**src/rtl/add_seq_ctrl.sv**
```systemverilog
// Multi-word adder sequencer: streams WORDS 16-bit slices through an external adder, LSW first.
// Optional subtraction is compiled in with ADD_SEQ_SUB_EN.
module add_seq_ctrl #(
  parameter int WORDS = 4
) (
  input  logic                 clk,
  input  logic                 rst,
  input  logic                 in_valid,
  output logic                 in_ready,
  input  logic [16*WORDS-1:0]  a,
  input  logic [16*WORDS-1:0]  b,
  input  logic                 cin,
  input  logic                 sub,
  output logic [15:0]          add_x,
  output logic [15:0]          add_y,
  output logic                 add_cin,
  input  logic [15:0]          add_s,
  input  logic                 add_cout,
  output logic                 out_valid,
  input  logic                 out_ready,
  output logic [16*WORDS-1:0]  sum,
  output logic                 cout,
  output logic                 ovf,
  output logic [1:0]           o_dbg_state,
  output logic                 o_dbg_sub
);

  // in_valid/in_ready: request accepted on an edge where both are 1 (IDLE only);
  // out_valid/out_ready: result consumed on an edge where both are 1 (DONE only).
  typedef enum logic [1:0] {S_IDLE = 2'd0, S_RUN = 2'd1, S_DONE = 2'd2} state_t;

  localparam int          IW   = 3;
  localparam logic [IW-1:0] LAST = IW'(WORDS - 1);

  state_t                r_state;
  logic [IW-1:0]         r_idx;
  logic                  r_carry;
  logic                  r_sub;
  logic [16*WORDS-1:0]   r_a;
  logic [16*WORDS-1:0]   r_b;
  logic [16*WORDS-1:0]   r_sum;
  logic                  r_cout;
  logic                  r_ovf;

  logic                  w_run;
  logic [15:0]           w_aword;
  logic [15:0]           w_bword;
  logic [15:0]           w_yword;

  always_comb begin
    w_aword = '0;
    w_bword = '0;
    for (int w = 0; w < WORDS; w++) begin
      if (r_idx == IW'(w)) begin
        w_aword = r_a[16*w +: 16];
        w_bword = r_b[16*w +: 16];
      end
    end
  end

`ifdef ADD_SEQ_SUB_EN
  assign w_yword = w_bword ^ {16{r_sub}};
`else
  assign w_yword = w_bword;
`endif

  assign w_run       = (r_state == S_RUN);
  assign add_x       = w_run ? w_aword : 16'h0;
  assign add_y       = w_run ? w_yword : 16'h0;
  assign add_cin     = w_run & r_carry;
  assign in_ready    = (r_state == S_IDLE);
  assign out_valid   = (r_state == S_DONE);
  assign sum         = r_sum;
  assign cout        = r_cout;
  assign ovf         = r_ovf;
  assign o_dbg_state = r_state;
  assign o_dbg_sub   = r_sub;

  always_ff @(posedge clk) begin
    if (rst) begin
      r_state <= S_IDLE;
      r_idx   <= '0;
      r_carry <= 1'b0;
      r_sub   <= 1'b0;
      r_a     <= '0;
      r_b     <= '0;
      r_sum   <= '0;
      r_cout  <= 1'b0;
      r_ovf   <= 1'b0;
    end else begin
      case (r_state)
        S_IDLE: begin
          if (in_valid) begin
            r_a     <= a;
            r_b     <= b;
            r_sub   <= sub;
            r_idx   <= '0;
`ifdef ADD_SEQ_SUB_EN
            r_carry <= sub ? 1'b1 : cin;
`else
            r_carry <= cin;
`endif
            r_state <= S_RUN;
          end
        end
        S_RUN: begin
          for (int w = 0; w < WORDS; w++) begin
            if (r_idx == IW'(w)) r_sum[16*w +: 16] <= add_s;
          end
          r_carry <= add_cout;
          r_idx   <= r_idx + 1'b1;
          // Final word: its msbs are the operand sign bits for overflow.
          if (r_idx == LAST) begin
            r_cout  <= add_cout;
            r_ovf   <= (w_aword[15] == w_yword[15]) && (add_s[15] != w_aword[15]);
            r_state <= S_DONE;
          end
        end
        S_DONE: begin
          if (out_ready) r_state <= S_IDLE;
        end
        default: r_state <= S_IDLE;
      endcase
    end
  end

endmodule

```
**config.mk**
```make
export PLATFORM = sky130hd
export DESIGN_NAME = add_seq_ctrl
export DESIGN_NICKNAME = d
export VERILOG_FILES = /design/src/rtl/add_seq_ctrl.sv
export SDC_FILE = /design/constraint.sdc
export NUM_CORES = 1
export LEC_CHECK = 0
export BUFFER_PORTS_ARGS = -buffer_cell sky130_fd_sc_hd__buf_4
export CORE_AREA = 4 4 166 152
export CTS_BUF_LIST = sky130_fd_sc_hd__clkbuf_4
export CTS_CLUSTER_SIZE = 20
export DETAILED_ROUTE_END_ITERATION = 10
export DIE_AREA = 0 0 170 156
export PLACE_DENSITY = 0.69
export SYNTH_ARGS = -nofsm -noshare
export SYNTH_HDL_FRONTEND = slang
export SYNTH_SLANG_ARGS = --single-unit
```
**constraint.sdc**
```tcl
create_clock -name clk -period 2.11 [get_ports clk]
set_input_delay 0.1055 -clock clk [delete_from_list [all_inputs] [get_ports clk]]
set_output_delay 0.1055 -clock clk [all_outputs]
set_load 0.02 [all_outputs]
```
=== After elaboration in Yosys (flattened, before gate mapping) ===
Cells that the tools add are included.
Widths: inputs -> output; s select.

* Register bits after elaboration: 201
* Latch bits: 0
* Bits in writable memories: 0
* ROM bits: 0
* Bits of input ports: 151
* Output and inout bits: 104
* Memories kept: 0

* Add/subtract/negate cells: 1
* Multiply operators: 0
* Divide/modulo/power cells: 0
* Order comparisons: 0
* Equality and inequality tests: 10
* Shifts and indexed selects: 0
* Muxes and demuxes: 18
* Bitwise operators: 1
* Reduce and logical (&&, ||, !) cells: 11

{| class="wikitable"
|+ Operator list
! operator !! count
|-
| $mux 16 || 10
|-
| $reduce_and 2->1 || 6
|-
| $eq 3x2->1 const B || 2
|-
| $mux 2 || 3
|-
| $pmux 2 s3 || 1
|-
| $pmux 3 s2 || 1
|-
| $ne 2x1->1 const B || 2
|-
| $add 3x1->3 const B || 1
|-
| $eq 3x1->1 const B || 1
|-
| $logic_not 3->1 || 1
|-
| $mux 3 || 1
|-
| $reduce_and 3->1 || 1
|-
| $eq 2x1->1 const B || 1
|-
| $eq 2x2->1 const B || 1
|-
| $logic_not 2->1 || 1
|-
| $ne 2x2->1 const B || 1
|-
| $pmux 1 s2 || 1
|-
| $reduce_bool 2->1 || 1
|-
| $and 1x1->1 || 1
|-
| $eq 1x1->1 || 1
|-
| $logic_and 1x1->1 || 1
|-
| $mux 1 || 1
|-
| $ne 1x1->1 || 1
|}

=== Logic depth before layout (Yosys ltp) ===
* Word-level depth: 7
* Mapped depth: 8
* Depth with buffers taken out: 5

=== Worst setup path after synthesis ===
Ideal clock, no wire load.

* Kind: flip-flop to output port
* From: reg r_idx[1]
* To: out add_x[0]
* Data arrival time: 1727 ps
* Required time: 2004 ps
* Slack: 278 ps
* Cell stages (with the launch flop): 9
* Path buffers: 3
* Cells stage by stage: dfxtp_1 inv_1 ha_1 buf_2 nor2b_1 clkbuf_1 clkbuf_1 a221oi_1 o21ai_1

* Longest elaborated chain between the ends: 6
* Elaborated cells on any way between the ends: 9
* Those cells by class: eq/ne: 3; mux: 5; reduce/logical: 1

{| class="wikitable"
|+ RTL lines
! item !! line !! source
|-
| from (decl) || 36 || <nowiki>logic [IW-1:0] r_idx;</nowiki>
|-
| from (signal assigned) || 111 || <nowiki>r_idx <= r_idx + 1'b1;</nowiki>
|-
| $logic_not 3->1 || 54 || <nowiki>if (r_idx == IW'(w)) begin</nowiki>
|-
| $mux 16 (3 in series) || 54 ||
|-
| $mux 16 * || 54 ||
|-
| $mux 16 * || 68 || <nowiki>assign add_x = w_run ? w_aword : 16'h0;</nowiki>
|-
| to (decl) || 14 || <nowiki>output logic [15:0] add_x,</nowiki>
|}

Every way passes the cells marked *; elsewhere a longest branch is shown, timed or not.

=== Final worst setup path ===
* From: reg r_idx[1]
* To: out add_y[7]

* Longest elaborated chain between the ends: 6
* Elaborated cells on any way between the ends: 9
* Those cells by class: eq/ne: 3; mux: 5; reduce/logical: 1

{| class="wikitable"
|+ RTL lines
! item !! line !! source
|-
| $logic_not 3->1 || 54 ||
|-
| $mux 16 (3 in series) || 54 ||
|-
| $mux 16 * || 54 ||
|-
| $mux 16 * || 69 || <nowiki>assign add_y = w_run ? w_yword : 16'h0;</nowiki>
|-
| to (decl) || 15 || <nowiki>output logic [15:0] add_y,</nowiki>
|}

Marked as above.

==> flow_metrics.env <==
export IMPL_dp_hpwl_mm=18.89
export IMPL_vdd_ir_drop_max_mv=0.3537
export IMPL_place_area_um2=10360
export IMPL_wire_per_inst_um=18.08
export IMPL_io_pins=255
export IMPL_drtPass1Iterations=6
export IMPL_place_ws_ns=-0.1877
export IMPL_synth_edff_count=0
export IMPL_die_area_um2=26520
export IMPL_area_growth_pct=66.49
export IMPL_finalMaxSlewViolations=0
export IMPL_internal_power_mw=6.344
export IMPL_antenna_found_initial=2
export IMPL_dieHeight_um=156
export IMPL_p_seq_share_pct=46.2
export IMPL_yosys_warnings=0
export IMPL_hp_class="input pin to register"
export IMPL_arrival_ns=2.43
export IMPL_fin_crit_ns=2.536
export IMPL_avgSynthCellArea_um2=7.786
export IMPL_design_area_um2=13570
export IMPL_grt_setup_unrepaired="yes"
export IMPL_io_buffers=254
export IMPL_end_kind="output pin"
export IMPL_vias_per_cell=5.119
export IMPL_violations="negative setup slack"
export IMPL_rows=53
export IMPL_cts_buffers=54
export IMPL_die_w_um=170
export IMPL_htreeDepth=2
export IMPL_async_flop_share_pct=0
export IMPL_grt_pass1_wl_mm=48.64
export IMPL_setup_viol_count_final=32
export IMPL_required_ns=2.00
export IMPL_finClkSkew_ns=0.03859
export IMPL_p_clk_share_pct=35.7
export IMPL_drt_iter0_markers=839
export IMPL_p_comb_share_pct=18.1
export IMPL_yosysUniqueCellTypes=33
export IMPL_core_region_area_um2=23280
export IMPL_clk_transition_reported_paths_ns=0.07
export IMPL_crit_type="register to output pin"
export IMPL_switching_share_pct=29.12
export IMPL_drv_cap=0
export IMPL_nFillCells=1987
export IMPL_clock_latency_ns=0.67
export IMPL_finish_utilization_pct=58.31
export IMPL_gr_usage_all_layers_pct=22.82
export IMPL_drtAntennaViolNets=0
export IMPL_setup_ws_ns=-0.4265
export IMPL_netlist_instances=1047
export IMPL_p_leak_nw=5.811
export IMPL_grt_max_degree=112
export IMPL_final_nets=1642
export IMPL_drt_wl_total_mm=33.03
export IMPL_syn_area_um2=8152
export IMPL_via_count=9352
export IMPL_first_global_vias=9085
export IMPL_cts_buffer_depth=3
export IMPL_drive_above_1_share_pct=32.94
export IMPL_yosysSeqAreaShare_pct=49.36
export IMPL_min_period_over_period_pct=120.2
export IMPL_cts_sinks=201
export IMPL_powerDensity_nw_per_um2=659.4
export IMPL_crit_fanout=8
export IMPL_status="complete, but fails checks"
export IMPL_switchingPower_mw=2.606
export IMPL_tritoncts="done"
export IMPL_finalHoldViolations=0
export IMPL_gp_congestion=0.8644
export IMPL_relSlewSlack_pct=62.81
export IMPL_overflow=0
export IMPL_initial_core_util_pct=35.02
export IMPL_ys_ff_latch=201
export IMPL_synth_nets=1203
export IMPL_total_power_mw=8.949
export IMPL_tightest_slew_ns=0.5579
export IMPL_drcViolationCount=0
export IMPL_synth_main_ff_cell="dfxtp_1"
export IMPL_startpoint_type="register"
export IMPL_fmax_ghz=0.3942
export IMPL_ctsRootBufferMaster="clkbuf_4"
## Yosys cell counts, types with 5 or more instances
| cell type | instances | area (um^2) |
|---|---|---|
| nor2_1 | 5 | 18.77 |
| buf_4 | 25 | 187.7 |
| clkbuf_1 | 36 | 135.1 |
| inv_1 | 8 | 30.03 |
| dfxtp_1 | 201 | 4024 |
| a21oi_1 | 195 | 975.9 |
| o21ai_1 | 32 | 160.2 |
| ha_1 | 5 | 62.56 |
| clkbuf_2 | 6 | 30.03 |
| o21ai_0 | 5 | 25.02 |
| a221oi_1 | 33 | 289.0 |
| o21ai_2 | 28 | 245.2 |
| buf_2 | 17 | 85.08 |
| buf_6 | 5 | 56.30 |
| nand2_1 | 420 | 1577 |
## power groups by stage
stage	logic, mW	clock network, mW	registers, mW
6_report	1.62	3.19	4.14
5_1_grt	1.73	3.47	4.15
4_1_cts	1.57	3.28	4.10
3_5_place_dp	1.20	0	4.18
3_3_place_gp	1.18	0	4.18
2_1_floorplan	0.635	0	4.17
## through the flow
stage                     TNS [ns]  hold slack [ns]  std cells
final                       -11.58           0.2352       1827
after global routing        -14.68           0.2065       1825
after CTS                   -15.24           0.1815       1815
after detailed placement    -1.931           0.3606       1549
after global placement     -0.8075           0.3527       1549
after floorplan                  0           0.2415       1047
## worst max-delay path: stages (launching register included)
cell and delay, ns:
dfxtp_2 0.33, buf_6 0.12, ha_4 0.16, ha_4 0.17, buf_6 0.11, and3b_2 0.26, buf_6 0.15, clkbuf_16 0.19
nand2_4 0.08, o21ai_2 0.07, buf_6 0.15
## metal layers
layer	wire length, um	share of wire, %	global-route usage, %
met1	13740	42	29.25
met2	15580	47	37.54
met3	2555	7.7	4.814
met4	1148	3.5	9.392
met5	0	0	0
## final cells by class
| type | instances | area, um^2 | share of cell area (%) |
|---|---|---|---|
| Antenna cell | 4 | 10.01 | 0.07375 |
| Clock buffer | 70 | 525.5 | 3.872 |
| Clock inverter | 21 | 95.09 | 0.7007 |
| Inverter | 8 | 33.78 | 0.2489 |
| Multi-Input combinational cell | 749 | 4083 | 30.08 |
| Sequential cell | 201 | 4028 | 29.68 |
| Tap cell | 302 | 377.9 | 2.784 |
| Timing Repair Buffer | 472 | 4419 | 32.56 |
## worst paths after layout
path                                startpoint        to  slack, ns  cells past startpoint
worst max-delay path                  r_idx[1]  add_y[7]      -0.43                     10
worst min register to register         sum[54]   sum[54]       0.45                      2
worst min-delay path                     b[19]   r_b[19]       0.24                      4
worst max register to register  o_dbg_state[1]   r_b[59]       0.07                      6
## kinds of logic after synthesis
kind of cell | count (synthesis) | share of synthesized area [%]
flip-flops | 201 | 49.36
buffers and inverters | 97 | 6.431
AO/OA/AOI/OAI | 298 | 21.34
adder cells (fa/ha/maj) | 5 | 0.7675
AND/OR/NAND/NOR | 445 | 21.98
multiplexers | 1 | 0.1228
## sequential cells by signal, indices dropped and copies added, names as in the netlist
register	cells
r_b	64
r_carry	1
cout	1
r_a	64
ovf	1
sum	64
o_dbg_state	2
r_idx	3
o_dbg_sub	1
## layout by cell type, fill, tap and decap left out, types with 2 or more instances in the layout
| cell type | netlist | layout |
|---|---|---|
| dlygate4sd3_1 | 0 | 161 |
| nand2_2 | 0 | 7 |
| inv_1 | 8 | 7 |
| a21oi_1 | 195 | 195 |
| diode_2 | 0 | 4 |
| dfxtp_1 | 201 | 198 |
| nand2_1 | 420 | 388 |
| buf_12 | 0 | 18 |
| o21ai_1 | 32 | 6 |
| o21ai_4 | 0 | 9 |
| clkinv_4 | 0 | 2 |
| nor2_1 | 5 | 5 |
| a221oi_2 | 0 | 3 |
| clkbuf_4 | 0 | 70 |
| a221oi_1 | 33 | 29 |
| nand2b_1 | 2 | 2 |
| buf_6 | 5 | 40 |
| nand4bb_1 | 3 | 3 |
| clkbuf_16 | 0 | 3 |
| ha_4 | 0 | 3 |
| nor2b_1 | 3 | 2 |
| o21ai_2 | 28 | 49 |
| clkinv_2 | 0 | 5 |
| dfxtp_2 | 0 | 3 |
| buf_4 | 25 | 248 |
| nand2_4 | 0 | 25 |
| a22oi_1 | 2 | 2 |
| clkinv_1 | 0 | 14 |
| and4bb_2 | 3 | 3 |
## what timing repair did
item,4_1_cts,5_1_grt
pin swaps,12,37
setup buffers,9,8
resized for setup,67,98
hold buffers,161,0
cloned,5,3
setup endpoints to repair,32,37
endpoints found under the hold margin,201,0
Power figures use the tool's default switching activity.
